`config.mk`:
```
export PLATFORM = sky130hd
export DESIGN_NAME = ysyx_23060203_ifu
export DESIGN_NICKNAME = d
export VERILOG_FILES = /design/src/rtl/ysyx_23060203_pkg.sv /design/src/rtl/ysyx_23060203_ifu.sv
export SDC_FILE = /design/constraint.sdc
export NUM_CORES = 1
export LEC_CHECK = 0
export CORE_MARGIN = 2
export CORE_UTILIZATION = 52
export CTS_CLUSTER_DIAMETER = 120
export DETAILED_ROUTE_END_ITERATION = 10
export PLACE_DENSITY = 0.88
export REMOVE_ABC_BUFFERS = 1
export SYNTH_ARGS = -nofsm -noshare
export SYNTH_HDL_FRONTEND = slang
export SYNTH_SLANG_ARGS = --single-unit
```
`constraint.sdc`:
```
create_clock -name clock -period 4.5 [get_ports clock]
set_input_delay 0.45 -clock clock [delete_from_list [all_inputs] [get_ports clock]]
set_output_delay 0.45 -clock clock [all_outputs]
set_load 0.02 [all_outputs]
```
`src/rtl/ysyx_23060203_pkg.sv`:
```
// ysyx_23060203_pkg: shared types and constants for the fetch unit
package ysyx_23060203_pkg;
  typedef enum logic {RUN, PARK} ifu_state_t;
  localparam logic [31:0] RESET_PC_DEFAULT = 32'h3000_0000;
endpackage

```
`src/rtl/ysyx_23060203_ifu.sv`:
```
// ysyx_23060203_ifu: PC owner, ICache lookup driver and registered IDU output stage
module ysyx_23060203_ifu
  import ysyx_23060203_pkg::*;
#(
  parameter logic [31:0] RESET_PC = RESET_PC_DEFAULT
) (
  input  logic        clock,
  input  logic        reset,
  input  logic        jump_en,
  input  logic [31:0] jump_pc,
  input  logic        fencei_req,
  output logic [31:0] icache_addr,
  input  logic        icache_hit,
  input  logic [31:0] icache_inst,
  output logic        icache_fencei,
  output logic        out_valid,
  input  logic        out_ready,
  output logic [31:0] out_pc,
  output logic [31:0] out_inst
);
  ifu_state_t  state;
  logic [31:0] pc;
  logic [31:0] pend_pc;
  logic        pend_fencei;
  logic        slot_free;
  logic        fire;
  logic        run;

  assign run         = state == RUN;
  assign slot_free   = ~out_valid | out_ready;
  assign fire        = run & icache_hit & slot_free & ~jump_en;
  assign icache_addr = pc;
  // Invalidate only when the PC actually moves, so a refill never sees it; gated by reset
  assign icache_fencei = reset & icache_hit & ((jump_en & fencei_req) | (~run & pend_fencei));

  // PC only moves on a hit edge; redirects seen during a miss are parked until the hit
  always_ff @(posedge clock or negedge reset) begin
    if (!reset) begin
      state       <= RUN;
      pc          <= RESET_PC;
      pend_pc     <= '0;
      pend_fencei <= 1'b0;
      out_valid   <= 1'b0;
      out_pc      <= '0;
      out_inst    <= '0;
    end else if (run) begin
      if (jump_en) begin
        out_valid <= 1'b0;
        if (icache_hit) pc <= jump_pc;
        else begin
          pend_pc     <= jump_pc;
          pend_fencei <= fencei_req;
          state       <= PARK;
        end
      end else if (fire) begin
        out_valid <= 1'b1;
        out_pc    <= pc;
        out_inst  <= icache_inst;
        pc        <= pc + 32'd4;
      end else if (out_valid & out_ready) out_valid <= 1'b0;
    end else begin
      if (out_valid & out_ready) out_valid <= 1'b0;
      if (jump_en) pend_pc <= jump_pc;
      if (icache_hit) begin
        pc          <= jump_en ? jump_pc : pend_pc;
        pend_fencei <= 1'b0;
        state       <= RUN;
      end else if (jump_en) pend_fencei <= pend_fencei | fencei_req;
    end
  end
endmodule

```
==> impl_metrics.csv <==
group,metric,value,unit
run_status,run_status,"finished clean",
detailed_routing,drtIter0Drc,584,
power,ir_worst_vdd,0.000276,V
clock_tree,numCtsBuffers,17,
detailed_routing,wire_per_inst,18.4,um
logic_synthesis,synth_top_area_share,53.2,%
floorplan,core,11400,sq um
placed_design,pre_cts_slack,1.12,ns
clock_tree,clk-insertion-delay-late,0.41,ns
clock_tree,cts_num_sinks,131,
timing,finClkSkew,0.00560,ns
global_routing,antenna_found_initial,0,
detailed_routing,wl,17.3,mm
timing,drv_slew,0,
logic_synthesis,synth.avg_cell_area,9.53,sq um
clock_tree,tritoncts,"built",
clock_tree,cts-resized-gates,0,
clock_tree,cts.path.max_buffers,2,
clock_tree,clk_pin_slew,0.06,ns
worst_hold_path,hold_path.class,"in -> async",
logic_synthesis,ys_async_sr_fraction,100,%
critical_path,worstSetupPathType,"reg -> reg",
logic_synthesis,ys_ff_latch,131,
cells_and_area,drive_above_1_share,11.0,%
floorplan,start_util,53.1,%
logic_synthesis,yosysWarningCount,0,
logic_synthesis,synth_cell_types,56,
critical_path,worst_r2r_path_depth,6,
clock_tree,root_buffer,"clkbuf_16",
cells_and_area,post-route-util,73.4,%
timing,hold_viol_final,0,
detailed_routing,vias,5531,
critical_path,required,4.78,ns
global_routing,grt_pass1_wl,27.8,mm
floorplan,die_y,112,um
timing,timing.setup.tns,0,ns
clock_tree,postCtsHoldBufs,0,
timing,rsz0062_at_grt,"no",
clock_tree,cts_setup_buffers,0,
placed_design,hpwl,11.2,mm
floorplan,ios,168,
clock_tree,cts_max_level,4,
global_routing,grt-ovfl-total,0,
cells_and_area,multiInputGateArea,2570,sq um
logic_synthesis,synthCells,637,
cells_and_area,antennaDiodeCount,0,
logic_synthesis,synth-seq-area-share,54.1,%
power,power.density,475,nW/um^2
cells_and_area,ff_latch_area,3280,sq um
logic_synthesis,synth_top_flop_cell,"dfrtp_1",
floorplan,dieArea,12500,sq um
global_routing,gr-usage-all-layers,27.9,%
logic_synthesis,synthTopCellsByArea,"dfrtp_1, nand2_1, mux2_2",
placed_design,portBuffers,167,
critical_path,arrival,3.58,ns
critical_path,worstSetupStartpointType,"flip-flop",
critical_path,worstPathMaxFanout,40,
timing,maxSlewHeadroom,14.3,%
logic_synthesis,syn-cell-area,6070,sq um
critical_path,end_kind,"flip-flop",
floorplan,row_count,39,
cells_and_area,fill_cells,775,
detailed_routing,drc,0,
timing,min_period,3.29,ns
timing,setup_viol,0,
detailed_routing,antenna_left,0,
detailed_routing,vias_per_cell,5.87,
global_routing,grt_pass1_vias,5400,
flow_run,drv_cap,0,
critical_path,r2r-start,"state",
global_routing,grt_max_degree,86,
logic_synthesis,synth_edf_count,0,
placed_design,place.gp.congestion,0.839,
timing,fmax,304,MHz
cells_and_area,finalNetCount,858,
timing,worstMarginPinSlew,1.28,ns
timing,fin_ws,1.21,ns
cells_and_area,area_growth,38.1,%
critical_path,critical_path.startpoint,"state",
timing,layout_worst_path_cycle_share,73.2,%
floorplan,die_x,112,um
logic_synthesis,synth_top_cell_by_area,"dfrtp_1",
power,p_leak,3.75,nW
detailed_routing,first_pass_iters,6,
Yosys cell counts (2+ instances only):
| library cell | instances |
|---|---|
| a21oi_1 | 25 |
| clkbuf_1 | 17 |
| dfrtp_1 | 129 |
| o22a_1 | 2 |
| or2_1 | 2 |
| mux2i_1 | 3 |
| nor2_1 | 28 |
| o211ai_2 | 2 |
| o21a_1 | 4 |
| nand4_1 | 5 |
| a22o_1 | 5 |
| a311oi_1 | 2 |
| nand3b_1 | 2 |
| nor4_4 | 2 |
| and4_1 | 4 |
| nand2_1 | 215 |
| mux2_2 | 32 |
| and3_1 | 5 |
| nand3_1 | 11 |
| o2bb2ai_1 | 9 |
| buf_4 | 5 |
| a221o_1 | 2 |
| a222oi_1 | 7 |
| inv_1 | 4 |
| a221oi_1 | 2 |
| o21ai_0 | 38 |
| nand2b_1 | 3 |
| o22ai_1 | 7 |
| nor3_1 | 8 |
| a22oi_1 | 3 |
| o31a_1 | 2 |
| dfstp_2 | 2 |
| buf_2 | 20 |
| a31oi_1 | 7 |
| a211oi_1 | 2 |
power by group:
group          switching, W  internal, W  leakage, nW
clock network      0.000491     0.000908        0.298
registers          0.000197      0.00139         1.60
logic              0.000513     0.000481         1.85
cells in the final DEF, fill, tap and decap left out, types with 4 or more instances in the layout:
cell type,count
o21ai_0,38
clkinv_2,5
inv_1,4
mux2_2,32
a31oi_1,7
nor3_1,8
and3_1,5
nand3_1,11
o2bb2ai_1,9
nand4_1,5
clkdlybuf4s50_1,166
dfrtp_1,129
and4_1,4
o22ai_1,7
nand2_1,214
nor2_1,27
a222oi_1,7
buf_4,8
a22o_1,5
o21a_1,4
a21oi_1,25
clkbuf_16,17
final timing paths:
check | to | slack [ns]
setup / recovery | out_inst[18] | 1.21
hold / removal | icache_addr[3] | 0.09
setup reg to reg | out_inst[18] | 1.21
hold reg to reg | out_pc[6] | 0.47
max in group asynchronous | out_inst[2] | 3.25
min in group clock | out_pc[6] | 0.47
through the flow:
step | instance area (sq um) | total power (W) | instances | hold WS (ns)
2_1_floorplan | 5850 | 0.00203 | 593 | 0.154
3_3_place_gp | 7780 | 0.00254 | 911 | 0.456
3_5_place_dp | 7780 | 0.00258 | 911 | 0.463
4_1_cts | 8380 | 0.00399 | 942 | 0.123
5_1_grt | 8380 | 0.00415 | 942 | 0.146
6_report | 8380 | 0.00398 | 942 | 0.0885
layer usage:
metal	vias up	wire (um)	GRT usage, %
li1	2513	-	-
met5	-	0	0
met2	296	8580	45.9
met4	0	301	10.2
met3	29	1380	5.94
met1	2693	7080	37.0
sequential cells by signal (all words and copies together), names as in the netlist:
| signal | count |
|---|---|
| out_pc | 32 |
| state | 1 |
| out_valid | 1 |
| pend_pc | 32 |
| pend_fencei | 1 |
| out_inst | 32 |
| icache_addr | 32 |
worst max-delay path, stage by stage (launching register included):
cell,delay [ns]
dfrtp_1,1.04
or2_1,0.23
o21a_1,0.61
nand2_2,0.63
buf_4,0.45
nand2_1,0.12
nand2_1,0.08
layout make-up:
type                            count  area share [%]
Sequential cell                   131            39.2
Multi-Input combinational cell    458            30.7
Timing Repair Buffer              175            20.7
Clock buffer                       21            5.61
Tap cell                          143            2.14
Clock inverter                     10            1.57
Inverter                            4           0.179
kinds of logic (layout without fill, tap and decap cells):
group / after synthesis / count (layout) / synth area share [%]
AO/OA/AOI/OAI: 128 / 128 / 14.0
adder cells (fa/ha/maj): 1 / 1 / 0.206
buffers and inverters: 48 / 210 / 3.81
flip-flops: 131 / 131 / 54.1
multiplexers: 35 / 35 / 6.43
AND/OR/NAND/NOR: 294 / 294 / 21.4
Power figures use the tool's default switching activity.
